===== config.mk =====
export PLATFORM = sky130hd
export DESIGN_NAME = cpu_csr_axi_flat
export DESIGN_NICKNAME = d
export VERILOG_FILES = /design/src/rtl/cpu_csr_axi_if.sv /design/src/rtl/cpu_csr_axi.sv /design/src/flat_wrapper.sv
export SDC_FILE = /design/constraint.sdc
export NUM_CORES = 2
export LEC_CHECK = 0
export CORE_ASPECT_RATIO = 2
export CORE_MARGIN = 4
export CORE_UTILIZATION = 57
export DETAILED_ROUTE_END_ITERATION = 8
export GPL_ROUTABILITY_DRIVEN = 0
export PLACE_DENSITY_LB_ADDON = 0.08
export SYNTH_ARGS = -nofsm -noshare
export SYNTH_HDL_FRONTEND = slang
export SYNTH_SLANG_ARGS = --single-unit

===== constraint.sdc =====
create_clock -name s_aclk -period 4.04 [get_ports s_aclk]
set_input_delay 0.808 -clock s_aclk [delete_from_list [all_inputs] [get_ports s_aclk]]
set_output_delay 0.808 -clock s_aclk [all_outputs]
set_load 0.1 [all_outputs]

===== src/rtl/cpu_csr_axi_if.sv =====
// AXI4 slave-side signal bundle for the CSR target. The address and ID fields both use ADDR_WIDTH.
// Every channel transfers on the rising edge where valid and ready are both 1. After raising valid,
// the source holds valid and its payload unchanged until that edge, and ready never gates valid.
interface cpu_csr_axi_if #(
  parameter int ADDR_WIDTH = 5,
  parameter int DATA_WIDTH = 32
);
  logic [ADDR_WIDTH-1:0]   s_axi_awaddr;
  logic [ADDR_WIDTH-1:0]   s_axi_awid;
  logic [7:0]              s_axi_awlen;
  logic [2:0]              s_axi_awsize;
  logic [1:0]              s_axi_awburst;
  logic                    s_axi_awvalid;
  logic                    s_axi_awready;
  logic [DATA_WIDTH-1:0]   s_axi_wdata;
  logic [DATA_WIDTH/8-1:0] s_axi_wstrb;
  logic                    s_axi_wlast;
  logic                    s_axi_wvalid;
  logic                    s_axi_wready;
  logic [ADDR_WIDTH-1:0]   s_axi_bid;
  logic [1:0]              s_axi_bresp;
  logic                    s_axi_bvalid;
  logic                    s_axi_bready;
  logic [ADDR_WIDTH-1:0]   s_axi_araddr;
  logic [ADDR_WIDTH-1:0]   s_axi_arid;
  logic [7:0]              s_axi_arlen;
  logic [2:0]              s_axi_arsize;
  logic [1:0]              s_axi_arburst;
  logic                    s_axi_arvalid;
  logic                    s_axi_arready;
  logic [DATA_WIDTH-1:0]   s_axi_rdata;
  logic [ADDR_WIDTH-1:0]   s_axi_rid;
  logic [1:0]              s_axi_rresp;
  logic                    s_axi_rlast;
  logic                    s_axi_rvalid;
  logic                    s_axi_rready;

  modport slave (
    input  s_axi_awaddr, s_axi_awid, s_axi_awlen, s_axi_awsize, s_axi_awburst, s_axi_awvalid,
    output s_axi_awready,
    input  s_axi_wdata, s_axi_wstrb, s_axi_wlast, s_axi_wvalid,
    output s_axi_wready,
    output s_axi_bid, s_axi_bresp, s_axi_bvalid,
    input  s_axi_bready,
    input  s_axi_araddr, s_axi_arid, s_axi_arlen, s_axi_arsize, s_axi_arburst, s_axi_arvalid,
    output s_axi_arready,
    output s_axi_rdata, s_axi_rid, s_axi_rresp, s_axi_rlast, s_axi_rvalid,
    input  s_axi_rready
  );

  modport master (
    output s_axi_awaddr, s_axi_awid, s_axi_awlen, s_axi_awsize, s_axi_awburst, s_axi_awvalid,
    input  s_axi_awready,
    output s_axi_wdata, s_axi_wstrb, s_axi_wlast, s_axi_wvalid,
    input  s_axi_wready,
    input  s_axi_bid, s_axi_bresp, s_axi_bvalid,
    output s_axi_bready,
    output s_axi_araddr, s_axi_arid, s_axi_arlen, s_axi_arsize, s_axi_arburst, s_axi_arvalid,
    input  s_axi_arready,
    input  s_axi_rdata, s_axi_rid, s_axi_rresp, s_axi_rlast, s_axi_rvalid,
    output s_axi_rready
  );
endinterface


===== src/rtl/cpu_csr_axi.sv =====
// AXI4 slave CSR file: 2^ADDR_WIDTH word-indexed registers behind independent write and read FSMs.
// All ready/valid outputs are registered copies of the next-state decode.
module cpu_csr_axi #(
  parameter int ADDR_WIDTH = 5,
  parameter int DATA_WIDTH = 32
) (
  input  logic         s_aclk,
  input  logic         s_aresetn,
  cpu_csr_axi_if.slave axi,
  output logic         rsta_busy,
  output logic         rstb_busy,
  output logic [1:0]   o_wstate_dbg,
  output logic         o_rstate_dbg
);
  localparam int NREG  = 1 << ADDR_WIDTH;
  localparam int NSTRB = DATA_WIDTH / 8;

  typedef enum logic [1:0] {W_ADDR = 2'd0, W_DATA = 2'd1, W_RESP = 2'd2} w_state_t;
  typedef enum logic       {R_ADDR = 1'b0, R_DATA = 1'b1} r_state_t;

  function automatic logic [ADDR_WIDTH-1:0] f_next_addr(input logic [ADDR_WIDTH-1:0] addr,
                                                        input logic [1:0] burst);
    return (burst == 2'b00) ? addr : addr + ADDR_WIDTH'(1);
  endfunction

  logic [DATA_WIDTH-1:0] r_regs [NREG];
  logic                  r_init;
  logic                  r_rsta_busy;
  logic                  r_rstb_busy;

  // Write-side state and registered outputs
  w_state_t              r_wstate;
  w_state_t              w_wnext;
  logic [ADDR_WIDTH-1:0] r_awaddr;
  logic [ADDR_WIDTH-1:0] r_awid;
  logic [7:0]            r_awlen;
  logic [1:0]            r_awburst;
  logic [7:0]            r_wcnt;
  logic                  r_awready;
  logic                  r_wready;
  logic                  r_bvalid;
  logic [ADDR_WIDTH-1:0] r_bid;
  logic                  w_awready_nxt;
  logic                  w_wready_nxt;
  logic                  w_bvalid_nxt;
  logic                  w_aw_hs;
  logic                  w_w_hs;
  logic                  w_b_hs;

  // Read-side state and registered outputs
  r_state_t              r_rstate;
  r_state_t              w_rnext;
  logic [ADDR_WIDTH-1:0] r_araddr;
  logic [7:0]            r_arlen;
  logic [1:0]            r_arburst;
  logic [7:0]            r_rcnt;
  logic                  r_arready;
  logic                  r_rvalid;
  logic                  r_rlast;
  logic [DATA_WIDTH-1:0] r_rdata;
  logic [ADDR_WIDTH-1:0] r_rid;
  logic                  w_arready_nxt;
  logic                  w_rvalid_nxt;
  logic                  w_ar_hs;
  logic                  w_r_hs;
  logic                  w_rdone;
  logic [ADDR_WIDTH-1:0] w_rnext_addr;
  logic                  w_unused;

  assign w_aw_hs      = r_awready & axi.s_axi_awvalid;
  assign w_w_hs       = r_wready  & axi.s_axi_wvalid;
  assign w_b_hs       = r_bvalid  & axi.s_axi_bready;
  assign w_ar_hs      = r_arready & axi.s_axi_arvalid;
  assign w_r_hs       = r_rvalid  & axi.s_axi_rready;
  assign w_rdone      = (r_rcnt == r_arlen);
  assign w_rnext_addr = f_next_addr(r_araddr, r_arburst);

  // Size fields and wlast carry no information here: burst length alone ends a write.
  assign w_unused = ^{axi.s_axi_awsize, axi.s_axi_arsize, axi.s_axi_wlast};

  // Busy flags drop one cycle after the FSMs first report ready.
  always_ff @(posedge s_aclk) begin
    if (s_aresetn) begin
      r_init      <= 1'b1;
      r_rsta_busy <= 1'b1;
      r_rstb_busy <= 1'b1;
    end else begin
      r_init      <= 1'b0;
      r_rsta_busy <= r_init;
      r_rstb_busy <= r_init;
    end
  end

  always_ff @(posedge s_aclk) begin
    if (s_aresetn) begin
      for (int i = 0; i < NREG; i++) r_regs[i] <= '0;
    end else if (w_w_hs) begin
      for (int b = 0; b < NSTRB; b++)
        if (axi.s_axi_wstrb[b]) r_regs[r_awaddr][8*b +: 8] <= axi.s_axi_wdata[8*b +: 8];
    end
  end

  // ---------------- write FSM ----------------
  always_ff @(posedge s_aclk) begin
    if (s_aresetn) begin
      r_wstate  <= W_ADDR;
      r_awaddr  <= '0;
      r_awid    <= '0;
      r_awlen   <= '0;
      r_awburst <= '0;
      r_wcnt    <= '0;
      r_awready <= 1'b0;
      r_wready  <= 1'b0;
      r_bvalid  <= 1'b0;
      r_bid     <= '0;
    end else begin
      r_wstate  <= w_wnext;
      r_awready <= w_awready_nxt;
      r_wready  <= w_wready_nxt;
      r_bvalid  <= w_bvalid_nxt;
      if (w_aw_hs) begin
        r_awaddr  <= axi.s_axi_awaddr;
        r_awid    <= axi.s_axi_awid;
        r_awlen   <= axi.s_axi_awlen;
        r_awburst <= axi.s_axi_awburst;
        r_wcnt    <= '0;
      end else if (w_w_hs) begin
        r_awaddr <= f_next_addr(r_awaddr, r_awburst);
        r_wcnt   <= r_wcnt + 8'd1;
      end
      // bid only changes as the response is raised, so it holds while bvalid is low.
      if (w_w_hs && (w_wnext == W_RESP)) r_bid <= r_awid;
    end
  end

  always_comb begin
    w_wnext = r_wstate;
    case (r_wstate)
      W_ADDR:  if (w_aw_hs) w_wnext = W_DATA;
      W_DATA:  if (w_w_hs && (r_wcnt == r_awlen)) w_wnext = W_RESP;
      W_RESP:  if (w_b_hs) w_wnext = W_ADDR;
      default: w_wnext = W_ADDR;
    endcase
  end

  always_comb begin
    w_awready_nxt = (w_wnext == W_ADDR);
    w_wready_nxt  = (w_wnext == W_DATA);
    w_bvalid_nxt  = (w_wnext == W_RESP);
  end

  // ---------------- read FSM ----------------
  always_ff @(posedge s_aclk) begin
    if (s_aresetn) begin
      r_rstate  <= R_ADDR;
      r_araddr  <= '0;
      r_arlen   <= '0;
      r_arburst <= '0;
      r_rcnt    <= '0;
      r_arready <= 1'b0;
      r_rvalid  <= 1'b0;
      r_rlast   <= 1'b0;
      r_rdata   <= '0;
      r_rid     <= '0;
    end else begin
      r_rstate  <= w_rnext;
      r_arready <= w_arready_nxt;
      r_rvalid  <= w_rvalid_nxt;
      if (w_ar_hs) begin
        r_araddr  <= axi.s_axi_araddr;
        r_arlen   <= axi.s_axi_arlen;
        r_arburst <= axi.s_axi_arburst;
        r_rcnt    <= '0;
        r_rid     <= axi.s_axi_arid;
        r_rdata   <= r_regs[axi.s_axi_araddr];
        r_rlast   <= (axi.s_axi_arlen == 8'd0);
      end else if (w_r_hs) begin
        if (w_rdone) begin
          r_rlast <= 1'b0;
        end else begin
          r_araddr <= w_rnext_addr;
          r_rcnt   <= r_rcnt + 8'd1;
          r_rdata  <= r_regs[w_rnext_addr];
          r_rlast  <= ((r_rcnt + 8'd1) == r_arlen);
        end
      end
    end
  end

  always_comb begin
    w_rnext = r_rstate;
    case (r_rstate)
      R_ADDR:  if (w_ar_hs) w_rnext = R_DATA;
      R_DATA:  if (w_r_hs && w_rdone) w_rnext = R_ADDR;
      default: w_rnext = R_ADDR;
    endcase
  end

  always_comb begin
    w_arready_nxt = (w_rnext == R_ADDR);
    w_rvalid_nxt  = (w_rnext == R_DATA);
  end

  assign axi.s_axi_awready = r_awready;
  assign axi.s_axi_wready  = r_wready;
  assign axi.s_axi_bvalid  = r_bvalid;
  assign axi.s_axi_bid     = r_bid;
  assign axi.s_axi_bresp   = 2'b00;
  assign axi.s_axi_arready = r_arready;
  assign axi.s_axi_rvalid  = r_rvalid;
  assign axi.s_axi_rlast   = r_rlast;
  assign axi.s_axi_rdata   = r_rdata;
  assign axi.s_axi_rid     = r_rid;
  assign axi.s_axi_rresp   = 2'b00;
  assign rsta_busy         = r_rsta_busy;
  assign rstb_busy         = r_rstb_busy;
  assign o_wstate_dbg      = r_wstate;
  assign o_rstate_dbg      = r_rstate;
endmodule


===== src/flat_wrapper.sv =====
// flat-port wrapper written by rule: the top's interface ports become plain ports
module cpu_csr_axi_flat 
#(
  parameter int ADDR_WIDTH = 5,
  parameter int DATA_WIDTH = 32
)
  (s_aclk, s_aresetn, rsta_busy, rstb_busy, o_wstate_dbg, o_rstate_dbg, axi_s_axi_awaddr, axi_s_axi_awid, axi_s_axi_awlen, axi_s_axi_awsize, axi_s_axi_awburst, axi_s_axi_awvalid, axi_s_axi_awready, axi_s_axi_wdata, axi_s_axi_wstrb, axi_s_axi_wlast, axi_s_axi_wvalid, axi_s_axi_wready, axi_s_axi_bid, axi_s_axi_bresp, axi_s_axi_bvalid, axi_s_axi_bready, axi_s_axi_araddr, axi_s_axi_arid, axi_s_axi_arlen, axi_s_axi_arsize, axi_s_axi_arburst, axi_s_axi_arvalid, axi_s_axi_arready, axi_s_axi_rdata, axi_s_axi_rid, axi_s_axi_rresp, axi_s_axi_rlast, axi_s_axi_rvalid, axi_s_axi_rready);
  cpu_csr_axi_if #(.ADDR_WIDTH(ADDR_WIDTH), .DATA_WIDTH(DATA_WIDTH)) axi_i ();
  input  logic s_aclk;
  input  logic s_aresetn;
  output logic rsta_busy;
  output logic rstb_busy;
  output logic [1:0] o_wstate_dbg;
  output logic o_rstate_dbg;
  input wire logic [$bits(axi_i.s_axi_awaddr)-1:0] axi_s_axi_awaddr;
  input wire logic [$bits(axi_i.s_axi_awid)-1:0] axi_s_axi_awid;
  input wire logic [$bits(axi_i.s_axi_awlen)-1:0] axi_s_axi_awlen;
  input wire logic [$bits(axi_i.s_axi_awsize)-1:0] axi_s_axi_awsize;
  input wire logic [$bits(axi_i.s_axi_awburst)-1:0] axi_s_axi_awburst;
  input wire logic [$bits(axi_i.s_axi_awvalid)-1:0] axi_s_axi_awvalid;
  output wire logic [$bits(axi_i.s_axi_awready)-1:0] axi_s_axi_awready;
  input wire logic [$bits(axi_i.s_axi_wdata)-1:0] axi_s_axi_wdata;
  input wire logic [$bits(axi_i.s_axi_wstrb)-1:0] axi_s_axi_wstrb;
  input wire logic [$bits(axi_i.s_axi_wlast)-1:0] axi_s_axi_wlast;
  input wire logic [$bits(axi_i.s_axi_wvalid)-1:0] axi_s_axi_wvalid;
  output wire logic [$bits(axi_i.s_axi_wready)-1:0] axi_s_axi_wready;
  output wire logic [$bits(axi_i.s_axi_bid)-1:0] axi_s_axi_bid;
  output wire logic [$bits(axi_i.s_axi_bresp)-1:0] axi_s_axi_bresp;
  output wire logic [$bits(axi_i.s_axi_bvalid)-1:0] axi_s_axi_bvalid;
  input wire logic [$bits(axi_i.s_axi_bready)-1:0] axi_s_axi_bready;
  input wire logic [$bits(axi_i.s_axi_araddr)-1:0] axi_s_axi_araddr;
  input wire logic [$bits(axi_i.s_axi_arid)-1:0] axi_s_axi_arid;
  input wire logic [$bits(axi_i.s_axi_arlen)-1:0] axi_s_axi_arlen;
  input wire logic [$bits(axi_i.s_axi_arsize)-1:0] axi_s_axi_arsize;
  input wire logic [$bits(axi_i.s_axi_arburst)-1:0] axi_s_axi_arburst;
  input wire logic [$bits(axi_i.s_axi_arvalid)-1:0] axi_s_axi_arvalid;
  output wire logic [$bits(axi_i.s_axi_arready)-1:0] axi_s_axi_arready;
  output wire logic [$bits(axi_i.s_axi_rdata)-1:0] axi_s_axi_rdata;
  output wire logic [$bits(axi_i.s_axi_rid)-1:0] axi_s_axi_rid;
  output wire logic [$bits(axi_i.s_axi_rresp)-1:0] axi_s_axi_rresp;
  output wire logic [$bits(axi_i.s_axi_rlast)-1:0] axi_s_axi_rlast;
  output wire logic [$bits(axi_i.s_axi_rvalid)-1:0] axi_s_axi_rvalid;
  input wire logic [$bits(axi_i.s_axi_rready)-1:0] axi_s_axi_rready;
  assign axi_i.s_axi_awaddr = axi_s_axi_awaddr;
  assign axi_i.s_axi_awid = axi_s_axi_awid;
  assign axi_i.s_axi_awlen = axi_s_axi_awlen;
  assign axi_i.s_axi_awsize = axi_s_axi_awsize;
  assign axi_i.s_axi_awburst = axi_s_axi_awburst;
  assign axi_i.s_axi_awvalid = axi_s_axi_awvalid;
  assign axi_s_axi_awready = axi_i.s_axi_awready;
  assign axi_i.s_axi_wdata = axi_s_axi_wdata;
  assign axi_i.s_axi_wstrb = axi_s_axi_wstrb;
  assign axi_i.s_axi_wlast = axi_s_axi_wlast;
  assign axi_i.s_axi_wvalid = axi_s_axi_wvalid;
  assign axi_s_axi_wready = axi_i.s_axi_wready;
  assign axi_s_axi_bid = axi_i.s_axi_bid;
  assign axi_s_axi_bresp = axi_i.s_axi_bresp;
  assign axi_s_axi_bvalid = axi_i.s_axi_bvalid;
  assign axi_i.s_axi_bready = axi_s_axi_bready;
  assign axi_i.s_axi_araddr = axi_s_axi_araddr;
  assign axi_i.s_axi_arid = axi_s_axi_arid;
  assign axi_i.s_axi_arlen = axi_s_axi_arlen;
  assign axi_i.s_axi_arsize = axi_s_axi_arsize;
  assign axi_i.s_axi_arburst = axi_s_axi_arburst;
  assign axi_i.s_axi_arvalid = axi_s_axi_arvalid;
  assign axi_s_axi_arready = axi_i.s_axi_arready;
  assign axi_s_axi_rdata = axi_i.s_axi_rdata;
  assign axi_s_axi_rid = axi_i.s_axi_rid;
  assign axi_s_axi_rresp = axi_i.s_axi_rresp;
  assign axi_s_axi_rlast = axi_i.s_axi_rlast;
  assign axi_s_axi_rvalid = axi_i.s_axi_rvalid;
  assign axi_i.s_axi_rready = axi_s_axi_rready;
  cpu_csr_axi #(.ADDR_WIDTH(ADDR_WIDTH), .DATA_WIDTH(DATA_WIDTH)) u_core (.s_aclk(s_aclk), .s_aresetn(s_aresetn), .axi(axi_i), .rsta_busy(rsta_busy), .rstb_busy(rstb_busy), .o_wstate_dbg(o_wstate_dbg), .o_rstate_dbg(o_rstate_dbg));
endmodule

### Word level (Yosys, flattened, before mapping)

Memories as Yosys holds them, arrays and structs flattened.
Cells that the tools add are included.

| operators by class | value |
|---|---|
| multiplexer cells | 41 |
| add/subtract/negate cells | 4 |
| reduce and logical (&&, ||, !) cells | 16 |
| bitwise logic cells | 8 |
| equal/unequal tests | 9 |

Operator list:

| cell | count |
|---|---|
| $mux W32 | 4 |
| $mux W5 | 8 |
| $reduce_or A32 Y1 | 1 |
| $eq A8 B8 Y1 | 3 |
| $mux W1 | 23 |
| $add A8 B1 Y8 const B | 2 |
| $add A5 B1 Y5 const B | 2 |
| $logic_not A2 Y1 | 4 |
| $logic_not A8 Y1 | 1 |
| $mux W2 | 3 |
| $pmux W2 S3 | 1 |
| $reduce_and A2 Y1 | 3 |
| $and A1 B1 Y1 | 5 |
| $eq A2 B1 Y1 const B | 2 |
| $eq A2 B2 Y1 const B | 2 |
| $mux W4 | 1 |
| $ne A2 B1 Y1 const B | 2 |
| $reduce_bool A2 Y1 | 2 |
| $reduce_or A2 Y1 | 2 |
| $logic_and A1 B1 Y1 | 3 |
| $not A1 Y1 | 3 |
| $pmux W1 S2 | 1 |

| storage, ports and cells | value |
|---|---|
| output and inout port bits | 57 |
| word-level logic and storage cells | 100 |
| register bits | 103 |
| memory bits (writable) | 1,024 |
| input port bits | 90 |
| memories kept | 1 |

Memories:

| name | words | width | read ports | clocked after Yosys merged registers in | write ports | line | RTL |
|---|---|---|---|---|---|---|---|
| u_core.r_regs | 32 | 32 | 2 | 0 | 32 | cpu_csr_axi.sv:26 | `logic [DATA_WIDTH-1:0] r_regs [NREG];` |

### Logic depth before layout (Yosys ltp)

| depth | value |
|---|---|
| depth after elaboration | 6 |
| gate-level depth with buffers | 12 |
| depth with buffers taken out | 8 |

### Least setup slack after synthesis

No wires, ideal clock.

| timing | value |
|---|---|
| path kind | input port to flip-flop |
| start point | input port axi_s_axi_araddr[2] |
| end point | register u_core.r_rdata[31] (netlist: u_core.axi.s_axi_rdata[31]) |
| setup time | 119 ps |
| arrival time | 2,722 ps |
| path buffers | 2 |
| required time | 3,921 ps |
| stages | 7 |
| path slack | 1,198 ps |
| path through | clkbuf_1 buf_1 mux4_2 mux2_2 o211ai_1 a311o_1 nand3_1 |

| between the ends | value |
|---|---|
| word-level cells in the longest chain between the ends | 2 |

RTL lines:

| what | line | RTL |
|---|---|---|
| start: declaration | flat_wrapper.sv:31 | `input wire logic [$bits(axi_i.s_axi_araddr)-1:0] axi_s_axi_araddr;` |
| $mem_v2 Z32 W32 | -- |  |
| $mux W32 | cpu_csr_axi.sv:169 | `if (w_ar_hs) begin` |
| end signal: assignment | cpu_csr_axi.sv:175 | `r_rdata <= r_regs[axi.s_axi_araddr];` |
| end signal: assignment | cpu_csr_axi.sv:183 | `r_rdata <= r_regs[w_rnext_addr];` |
| end: declaration | cpu_csr_axi.sv:60 | `logic [DATA_WIDTH-1:0] r_rdata;` |

Every way passes these cells.
A chain may end at the register's enable or synchronous reset.

### Worst setup path after layout

| timing | value |
|---|---|
| start point | register u_core.r_araddr[1] |
| end point | register u_core.r_rdata[23] (netlist: u_core.axi.s_axi_rdata[23]) |

| between the ends | value |
|---|---|
| word-level cells in the longest chain between the ends | 6 |

RTL lines:

| what | line | RTL |
|---|---|---|
| start: declaration | cpu_csr_axi.sv:53 | `logic [ADDR_WIDTH-1:0] r_araddr;` |
| start signal: assignment | cpu_csr_axi.sv:170 | `r_araddr <= axi.s_axi_araddr;` |
| start signal: assignment | cpu_csr_axi.sv:181 | `r_araddr <= w_rnext_addr;` |
| $add A5 B1 Y5 | cpu_csr_axi.sv:23 | `return (burst == 2'b00) ? addr : addr + ADDR_WIDTH'(1);` |
| $mux W5 * | cpu_csr_axi.sv:23 |  |
| $mem_v2 Z32 W32 * | -- |  |
| $mux W32 * | cpu_csr_axi.sv:178 | `if (w_rdone) begin` |
| $mux W32 * | cpu_csr_axi.sv:177 | `end else if (w_r_hs) begin` |
| $mux W32 * | cpu_csr_axi.sv:169 |  |

Every way passes the cells marked *; elsewhere a longest branch is shown, timed or not. The select of a mux whose other input is x is not followed.

==> metrics.cfg <==
[cts]
cts_tree=done
clk_latency_ns=0.75
clk_pin_slew_worst_paths_ns=0.07
ctsResizeCount=0
cts_hold_buf=0
cts_buffers=100
ctsLongestPathBuffers=3
cts.sinks=1127
cts_setup_buffers=0
root_buffer=clkbuf_16
cts-htree-levels=3

[finish]
instances_no_fill=6423
num-nets-final=5063
synthToLayoutAreaGrowth_pct=10.4
drive_gt1_share_pct=17.2
finalInstanceArea_um2=67400

[timing]
min_period_ns=3.53
fin_tns_setup_ns=0
rsz0062_at_grt=no
fin_skew_ns=0.0312
maxSlewHeadroom_pct=13.8
slew_violations=0
tightest_slew_ns=1.29
finalHoldViolCount=0
setup_viol=0
clock.fmax_mhz=283
min_period_over_period_pct=87.5
hold_ws_ns=0.353

[synthesis]
ys_seq_area_share_pct=53.7
ys_top_cells_by_count=1032 x and2_1, 1024 x edfxtp_1, 362 x nand2_1
synth_top_area_share_pct=50.4
yosysMostFrequentCell=and2_1
synth_edf_count=1024
yosys_warnings=0
ys_seq_elements=1127
async_flop_share_pct=0
syn_avg_cell_area_um2=12.2
synthesis.area_um2=61100
ys_types=48
yosysTopAreaCell=edfxtp_1
synth.area.top_cells=edfxtp_1 50%, and2_1 11%, mux4_2 7.1%, mux2i_1 4.8%, mux2_2 3.9%
synthCells=5008
synthFlopType=edfxtp_1

[hold_path]
hp-class=in -> reg
hold_path_depth=2

[pwr]
totalPowerFinal_mw=28.6
powerDensity_nw_per_um2=425
irDropWorstVdd_uv=388
p_leak_nw=25.0

[worst_setup_path]
reg2regPathDepth=10
cp.required_ns=4.73
path_class=reg -> reg
critPathArrivalTime_ns=4.22
crit_fanout=59
worstSetupStartpointType=flop
end_kind=flop

[die]
die-area_um2=113000
die_y_um=471
floorplan.initialDensity_pct=57.5
core.rowCount=169
io_pins=147
core_um2=106000
dieWidth_um=239

[routing]
wl_per_cell_um=30.7
firstDrtPassIters=6
first_iter_violations=4369
vias=42100
vias_per_cell=6.56
ant_nets=0
drt-total-wl_um=197000
drc=0

[flow_run]
maxCapViolCount=0

[grt]
grt_pass1_wl_um=284000
antenna_found_initial=3
grt_max_degree=141
grt_pass1_vias=43400
overflow=0
gr-usage-all-layers_pct=34.6

[placement]
dp_hpwl_um=137000
io_buffers=135
dpl-instance-area_um2=63900
dp.cells=6232

[run_status]
status=finished clean

-- cells by family (layout without fill, tap and decap cells) --
logic type / Yosys count / in the layout / share of synthesized area [%]
flip-flops: 1127 / 1127 / 53.7
AND/OR/NAND/NOR: 1992 / 1992 / 18.2
multiplexers: 775 / 775 / 17.2
buffers and inverters: 422 / 464 / 3.00
XOR/XNOR: 47 / 47 / 0.674
other: 1 / 6 / 0.00614
adder cells (fa/ha/maj): 7 / 7 / 0.143
AO/OA/AOI/OAI: 637 / 637 / 6.98
-- state kept, by name (all words and copies together) (netlist names), 8 cells and up --
| name | flops |
|---|---|
| u_core.axi.s_axi_rdata | 32 |
| u_core.r_arlen | 8 |
| u_core.r_awlen | 8 |
| u_core.r_rcnt | 8 |
| u_core.r_regs | 1024 |
| u_core.r_wcnt | 8 |
-- layout by cell type, fill, tap and decap left out, types with 7 or more instances in the layout --
| cell type | instances |
|---|---|
| a211oi_1 | 40 |
| a21oi_1 | 68 |
| a221oi_1 | 32 |
| a22oi_1 | 96 |
| a311o_1 | 32 |
| a31oi_1 | 65 |
| and2_1 | 1030 |
| and3_1 | 34 |
| buf_12 | 33 |
| buf_4 | 107 |
| bufinv_16 | 14 |
| clkbuf_1 | 15 |
| clkbuf_16 | 100 |
| clkbuf_8 | 9 |
| clkdlybuf4s50_1 | 125 |
| clkinv_2 | 21 |
| clkinv_8 | 7 |
| clkinvlp_4 | 11 |
| dfxtp_1 | 103 |
| edfxtp_1 | 1024 |
| ha_1 | 7 |
| mux2_1 | 74 |
| mux2_2 | 214 |
| mux2i_1 | 295 |
| mux4_2 | 192 |
| nand2_1 | 361 |
| nand3_1 | 117 |
| nand4_1 | 8 |
| nor2_1 | 207 |
| nor2b_1 | 8 |
| o211ai_1 | 33 |
| o21ai_0 | 47 |
| o21ai_1 | 22 |
| o22ai_1 | 191 |
| or2_2 | 131 |
| or4b_1 | 64 |
| xnor2_1 | 23 |
| xor2_1 | 21 |
-- per-layer routing --
metal,wire length [um],track usage (%),vias up
met4,21100,29.7,0
met3,13000,5.38,736
li1,-,-,18500
met2,101000,60.7,2055
met1,61800,35.6,20900
met5,0,0,-
-- critical path: stages, from the launching register on --
cell      delay (ns)
dfxtp_1         0.53
ha_1            0.32
o21ai_0         0.34
xnor2_2         0.45
buf_12          0.32
buf_4           0.32
a211oi_1        0.07
a31oi_1         0.32
o22ai_1         0.10
or4b_1          0.53
nand3_1         0.11
-- where the power goes --
group | switching, mW | internal (mW) | leakage (nW) | total, mW
Sequential | 0.367 | 13.1 | 11.4 | 13.5
Clock | 4.61 | 5.67 | 1.68 | 10.3
Combinational | 3.17 | 1.70 | 11.9 | 4.87
Total | 8.14 | 20.5 | 25.0 | 28.6
-- path summary, 6_finish.rpt --
| kind | start | to | slack, ns |
|---|---|---|---|
| hold reg to reg | u_core.r_init$_DFF_P_ | u_core.rsta_busy$_SDFF_PP1_ | 0.42 |
| setup / recovery | u_core.r_araddr[1]$_SDFFE_PP0P_ | u_core.axi.s_axi_rdata[23]$_SDFFE_PP0P_ | 0.51 |
| setup reg to reg | u_core.r_araddr[1]$_SDFFE_PP0P_ | u_core.axi.s_axi_rdata[23]$_SDFFE_PP0P_ | 0.51 |
| hold / removal | s_aresetn | u_core.r_awaddr[0]$_SDFFE_PP0P_ | 0.35 |
-- final cells by class --
| cell class | instances | area (um2) |
|---|---|---|
| clock inverter | 65 | 797 |
| antenna | 2 | 5.00 |
| fill | 8286 | 38800 |
| multi-input combinational | 3462 | 26600 |
| timing repair buffer | 270 | 2770 |
| sequential | 1127 | 32800 |
| clock buffer | 124 | 2680 |
| inverter | 5 | 18.8 |
| tap | 1368 | 1710 |
-- metrics by stage --
step                setup slack [ns]  util (%)
floorplan                       1.20         -
CTS                            0.566      63.5
detailed placement             0.484      60.2
finish                         0.506      63.5
global placement               0.513      60.2
global route                   0.342      63.5
(Power assumes the default switching activity.)
